File: config.mk
export PLATFORM = sky130hd
export DESIGN_NAME = odometer_display
export DESIGN_NICKNAME = d
export VERILOG_FILES = /design/src/rtl/odometer_pkg.sv /design/src/rtl/bcd_decade.sv /design/src/rtl/odometer_display.sv
export SDC_FILE = /design/constraint.sdc
export NUM_CORES = 1
export LEC_CHECK = 0
export CORE_UTILIZATION = 56
export CTS_CLUSTER_SIZE = 24
export DETAILED_ROUTE_END_ITERATION = 7
export PLACE_DENSITY = 0.82
export SETUP_SLACK_MARGIN = 0.3
export SLEW_MARGIN = 20
export SYNTH_ARGS = -nofsm -noshare
export SYNTH_HDL_FRONTEND = slang
export SYNTH_HIERARCHICAL = 1
export SYNTH_SLANG_ARGS = --single-unit
export TNS_END_PERCENT = 100
File: constraint.sdc
create_clock -name sys_clk -period 6.1 [get_ports sys_clk]
set_input_delay 1.525 -clock sys_clk [delete_from_list [all_inputs] [get_ports sys_clk]]
set_output_delay 1.525 -clock sys_clk [all_outputs]
set_load 0.01 [all_outputs]
File: src/rtl/odometer_pkg.sv
// Shared constants for the odometer display: 7-segment codes, default timing and the BCD decoder.
package odometer_pkg;

  localparam int unsigned DEF_TICKS_PER_UNIT = 100_000_000;
  localparam int unsigned DEF_SCAN_DIV       = 100_000;
  localparam int unsigned SEG_W              = 8;
  localparam int unsigned BCD_DIGITS         = 6;

  // Segment order {dp,g,f,e,d,c,b,a}, active-high
  localparam logic [SEG_W-1:0] SEG_0     = 8'h3F;
  localparam logic [SEG_W-1:0] SEG_1     = 8'h06;
  localparam logic [SEG_W-1:0] SEG_2     = 8'h5B;
  localparam logic [SEG_W-1:0] SEG_3     = 8'h4F;
  localparam logic [SEG_W-1:0] SEG_4     = 8'h66;
  localparam logic [SEG_W-1:0] SEG_5     = 8'h6D;
  localparam logic [SEG_W-1:0] SEG_6     = 8'h7D;
  localparam logic [SEG_W-1:0] SEG_7     = 8'h07;
  localparam logic [SEG_W-1:0] SEG_8     = 8'h7F;
  localparam logic [SEG_W-1:0] SEG_9     = 8'h6F;
  localparam logic [SEG_W-1:0] SEG_F     = 8'h71;
  localparam logic [SEG_W-1:0] SEG_B     = 8'h7C;
  localparam logic [SEG_W-1:0] SEG_L     = 8'h38;
  localparam logic [SEG_W-1:0] SEG_R     = 8'h50;
  localparam logic [SEG_W-1:0] SEG_DASH  = 8'h40;
  localparam logic [SEG_W-1:0] SEG_BLANK = 8'h00;

  function automatic logic [SEG_W-1:0] bcd_to_seg(input logic [3:0] d);
    logic [SEG_W-1:0] s;
    case (d)
      4'd0:    s = SEG_0;
      4'd1:    s = SEG_1;
      4'd2:    s = SEG_2;
      4'd3:    s = SEG_3;
      4'd4:    s = SEG_4;
      4'd5:    s = SEG_5;
      4'd6:    s = SEG_6;
      4'd7:    s = SEG_7;
      4'd8:    s = SEG_8;
      4'd9:    s = SEG_9;
      default: s = SEG_BLANK;
    endcase
    return s;
  endfunction

endpackage

File: src/rtl/bcd_decade.sv
// One BCD decade of the odometer; carry_out is combinational so a full ripple settles within one cycle.
module bcd_decade (
  input  logic       sys_clk,
  input  logic       rst_n,
  input  logic       clr,
  input  logic       inc,
  output logic       carry_out,
  output logic [3:0] q
);

  assign carry_out = inc & (q == 4'd9);

  // Clear wins over a same-cycle increment
  always_ff @(posedge sys_clk or negedge rst_n) begin
    if (!rst_n) begin
      q <= 4'd0;
    end else if (clr) begin
      q <= 4'd0;
    end else if (inc) begin
      q <= carry_out ? 4'd0 : q + 4'd1;
    end
  end

endmodule

File: src/rtl/odometer_display.sv
// Odometer: counts movement ticks into a 6-digit BCD mileage and scans it, plus turn/direction glyphs, onto an 8-digit display.
module odometer_display
  import odometer_pkg::*;
#(
  parameter int unsigned TICKS_PER_UNIT = DEF_TICKS_PER_UNIT,
  parameter int unsigned SCAN_DIV       = DEF_SCAN_DIV
) (
  input  logic        sys_clk,
  input  logic        rst_n,
  input  logic        car_on,
  input  logic        move_fwd,
  input  logic        move_bwd,
  input  logic        turn_l,
  input  logic        turn_r,
  output logic [7:0]  seg_an,
  output logic [7:0]  seg_cat,
  output logic [23:0] mileage
);

  localparam int unsigned TICK_W = $clog2(TICKS_PER_UNIT);
  localparam int unsigned SCAN_W = (SCAN_DIV > 1) ? $clog2(SCAN_DIV) : 1;
  localparam logic [TICK_W-1:0] TICK_MAX = TICK_W'(TICKS_PER_UNIT - 1);
  localparam logic [SCAN_W-1:0] SCAN_MAX = SCAN_W'(SCAN_DIV - 1);

  logic [TICK_W-1:0] r_tick;
  logic [SCAN_W-1:0] r_scan;
  logic [2:0]        r_idx;
  logic [7:0]        r_seg_an;
  logic [7:0]        r_seg_cat;

  logic              w_moving;
  logic              w_scan_wrap;
  logic [BCD_DIGITS:0] w_carry;
  logic [23:0]       w_mileage;
  logic [2:0]        w_next_idx;
  logic [7:0]        w_next_seg;
  logic              w_unused_rollover;

  assign w_moving    = car_on & (move_fwd | move_bwd);
  assign w_carry[0]  = w_moving & (r_tick == TICK_MAX);
  assign w_scan_wrap = (r_scan == SCAN_MAX);
  assign w_unused_rollover = w_carry[BCD_DIGITS];

  // Partial distance is kept across pauses; only power-off clears it
  always_ff @(posedge sys_clk or negedge rst_n) begin
    if (!rst_n) begin
      r_tick <= '0;
    end else if (!car_on) begin
      r_tick <= '0;
    end else if (w_moving) begin
      r_tick <= (r_tick == TICK_MAX) ? '0 : r_tick + TICK_W'(1);
    end
  end

  for (genvar g = 0; g < BCD_DIGITS; g++) begin : g_dec
    bcd_decade u_dec (
      .sys_clk   (sys_clk),
      .rst_n     (rst_n),
      .clr       (~car_on),
      .inc       (w_carry[g]),
      .carry_out (w_carry[g+1]),
      .q         (w_mileage[4*g +: 4])
    );
  end

  // Glyph for the digit about to be lit on the next scan step
  always_comb begin
    w_next_idx = r_idx + 3'd1;
    w_next_seg = SEG_BLANK;
    case (w_next_idx)
      3'd0: w_next_seg = bcd_to_seg(w_mileage[3:0]);
      3'd1: w_next_seg = bcd_to_seg(w_mileage[7:4]);
      3'd2: w_next_seg = bcd_to_seg(w_mileage[11:8]);
      3'd3: w_next_seg = bcd_to_seg(w_mileage[15:12]);
      3'd4: w_next_seg = bcd_to_seg(w_mileage[19:16]);
      3'd5: w_next_seg = bcd_to_seg(w_mileage[23:20]);
      3'd6: w_next_seg = turn_l ? SEG_L : (turn_r ? SEG_R : SEG_BLANK);
      default: w_next_seg = move_bwd ? SEG_B : (move_fwd ? SEG_F : SEG_DASH);
    endcase
  end

  // Scan keeps running while powered off so the frame phase is never disturbed
  always_ff @(posedge sys_clk or negedge rst_n) begin
    if (!rst_n) begin
      r_scan    <= '0;
      r_idx     <= 3'd0;
      r_seg_an  <= 8'h00;
      r_seg_cat <= 8'h00;
    end else begin
      if (w_scan_wrap) begin
        r_scan <= '0;
        r_idx  <= w_next_idx;
      end else begin
        r_scan <= r_scan + SCAN_W'(1);
      end
      if (!car_on) begin
        r_seg_an  <= 8'h00;
        r_seg_cat <= 8'h00;
      end else if (w_scan_wrap) begin
        r_seg_an  <= 8'(8'd1 << w_next_idx);
        r_seg_cat <= w_next_seg;
      end
    end
  end

  assign seg_an  = r_seg_an;
  assign seg_cat = r_seg_cat;
  assign mileage = w_mileage;

endmodule

==> summary.txt <==
Run status
  • Status: complete, no violations

Place
  • Setup WS pre-CTS: 0.6044 ns
  • Placed Instances: 855
  • Post-DP HPWL: 9617 microns
  • Placer Congestion: 0.8920
  • Number of I/O port buffers: 45

Die
  • DIE AREA: 10950 sq um
  • Ports: 47
  • Core region area: 10280 sq um
  • Row count: 37
  • Die height: 104.6 microns
  • DIE WIDTH: 104.6 microns
  • Initial core utilization: 57.39%

Power
  • Peak supply drop: 0.1139 mV
  • P per Cell Area: 156.7 nW/um^2
  • Leakage: 2.663 nW
  • Total chip power: 1.050 mW

CTS
  • Setup Buffers After CTS: 0
  • Clock slew at reported path FFs: 0.09 ns
  • Post-CTS sizing: 0
  • CTS max path bufs: 2
  • Clock root cell: clkbuf_8
  • TritonCTS Buffers: 9
  • Hold Buf Count CTS: 0
  • Clock Latency Late Sink: 0.38 ns
  • H-tree Lvls: 3
  • # clock sinks: 86
  • CTS tree: done

Setup path
  • Critical Path RT: 6.41 ns
  • Crit. End Element: flop
  • Critical Path AT: 5.53 ns
  • WS Path Type: in2reg
  • Worst Path Max Fanout: 13
  • Nature of the critical path startpoint: input port

Timing
  • Peak Freq: 191.5 MHz
  • Final worst path period need: 5.221 ns
  • Hold Vio Cnt, Final: 0
  • TNS Setup: 0 ns
  • Skew final: 0.009579 ns
  • Setup WS post-layout: 0.8786 ns
  • Rel. slew slack: 27.86%
  • Final Max Tran Viols: 0
  • Final-report setup violation count: 0
  • Hold_ws: 0.4888 ns
  • RSZ-0062 raised after global routing: no
  • Final period util: 85.60%
  • Least-Margin Pin Slew: 1.055 ns

Final layout
  • Nets: 786
  • N_diodes: 0
  • Share of cells above drive strength 1: 5.578%
  • Register Area: 2152 sq um
  • Area of the multi-input gates: 3526 sq um
  • Layout Cells excl Fill: 871
  • Fillers: 880
  • Layout area overhead: 13.60%

Detailed routing
  • Total wire length: 13770 microns
  • Drt via density: 6.015
  • Drt pass-1 iters: 5
  • DRC: 0
  • Via count: 5239
  • Wire per inst: 15.81 microns
  • Final ANT Viol Nets: 0
  • Initial drt markers: 393

Global route
  • GRT Util Overall: 25.72%
  • Met1 usage in global routing: 32.23%
  • Busiest layer in global routing: met2
  • GR Util met2: 43.14%
  • Total gr overflow: 0
  • First-pass GRT wire length: 22910 microns
  • Number of global-route vias before repair: 4985
  • Pin count of the biggest net entering global routing: 87
  • Met3 usage: 4.741%
  • Initial antenna violation count: 0

Logic synthesis
  • Avg Cell Area, Syn: 8.560 sq um
  • Synthesized net count: 745
  • Gate Count Post-Synth: 689
  • YS warnings: 6
  • Post-Synthesis Cell Area: 5898 sq um

Hold path
  • Hold Crit Class: reg2reg

Job
  • Max Cap Viol: 0
[worst max-delay path: stages]
cell             delay [ns]
clkdlybuf4s50_1        0.72
inv_1                  0.11
nor2_1                 0.16
and3_1                 0.31
inv_1                  0.10
nor2_1                 0.29
inv_1                  0.12
nor2_1                 0.30
inv_1                  0.12
nor2_1                 0.31
inv_1                  0.12
nor2_1                 0.33
inv_1                  0.13
nor2_1                 0.34
nand2_1                0.12
a211o_1                0.29
a21oi_2                0.12
[layout make-up]
| type | instances | share of cell area [%] |
|---|---|---|
| tap | 136 | 2.540 |
| clock buffer | 12 | 2.316 |
| timing repair buffer | 51 | 7.414 |
| inverter | 39 | 2.185 |
| sequential | 86 | 32.12 |
| multi-input combinational | 543 | 52.62 |
| clock inverter | 4 | 0.8030 |
[registers in the layout, indices dropped and copies added, names as in the netlist]
name,cells
r_idx,3
g_dec.u_dec/q,24
seg_cat,7
r_tick,27
seg_an,8
r_scan,17
[layout by cell type (no fill, tap or decap), types with 3 or more instances in the layout]
master and instances:
dfrtp_1 86, nand2_1 69, a21oi_1 67, nand3_1 53
ha_1 49, clkdlybuf4s50_1 44, inv_1 39, o21ai_0 39
nor2_1 33, nor2b_1 27, nand3b_1 19, nand4_1 16
nor3_1 15, o22ai_1 13, xnor2_1 12, and2_1 12
mux2i_1 11, nand2b_1 11, clkbuf_8 11, xor2_1 10
a21oi_2 7, nor4_1 6, a21boi_0 6, a211o_1 6
buf_4 6, and3_1 5, and4b_1 5, o21ai_1 5
a211oi_1 3, a31oi_1 3, o211ai_1 3
[per-layer routing]
metal / part of all wire [%] / vias to the layer above
li1: - / 2536
met1: 44 / 2542
met2: 50 / 130
met3: 4.2 / 31
met4: 2.5 / 0
met5: 0 / -
[worst paths after layout]
check | startpoint | end | slack (ns) | cells past startpoint
min | r_scan[0]$_DFF_PN0_ | r_scan[0]$_DFF_PN0_ | 0.49 | 1
max in group asynchronous | rst_n | g_dec[5].u_dec/q[2]$_DFFE_PN0P_ | 4.37 | 1
min reg2reg | r_scan[0]$_DFF_PN0_ | r_scan[0]$_DFF_PN0_ | 0.49 | 1
max reg2reg | r_tick[19]$_DFFE_PN0P_ | g_dec[5].u_dec/q[2]$_DFFE_PN0P_ | 1.47 | 16
min in group asynchronous | rst_n | r_tick[10]$_DFFE_PN0P_ | 1.21 | 1
max | car_on | g_dec[5].u_dec/q[2]$_DFFE_PN0P_ | 0.88 | 17
[stage by stage]
stage               area [sq um]  util (%)
finish                      6700     65.19
global route                6700     65.19
CTS                         6696     65.16
detailed placement          6487     63.12
global placement            6487     63.12
floorplan                   5898         -
[report_power, final]
part           total (mW)  switching, mW  internal (mW)
Clock               0.435          0.222          0.213
Combinational      0.0416         0.0303         0.0113
Sequential          0.573        0.00205          0.571
Total                1.05          0.254          0.796
No activity file was read; power rests on OpenSTA's default activity.
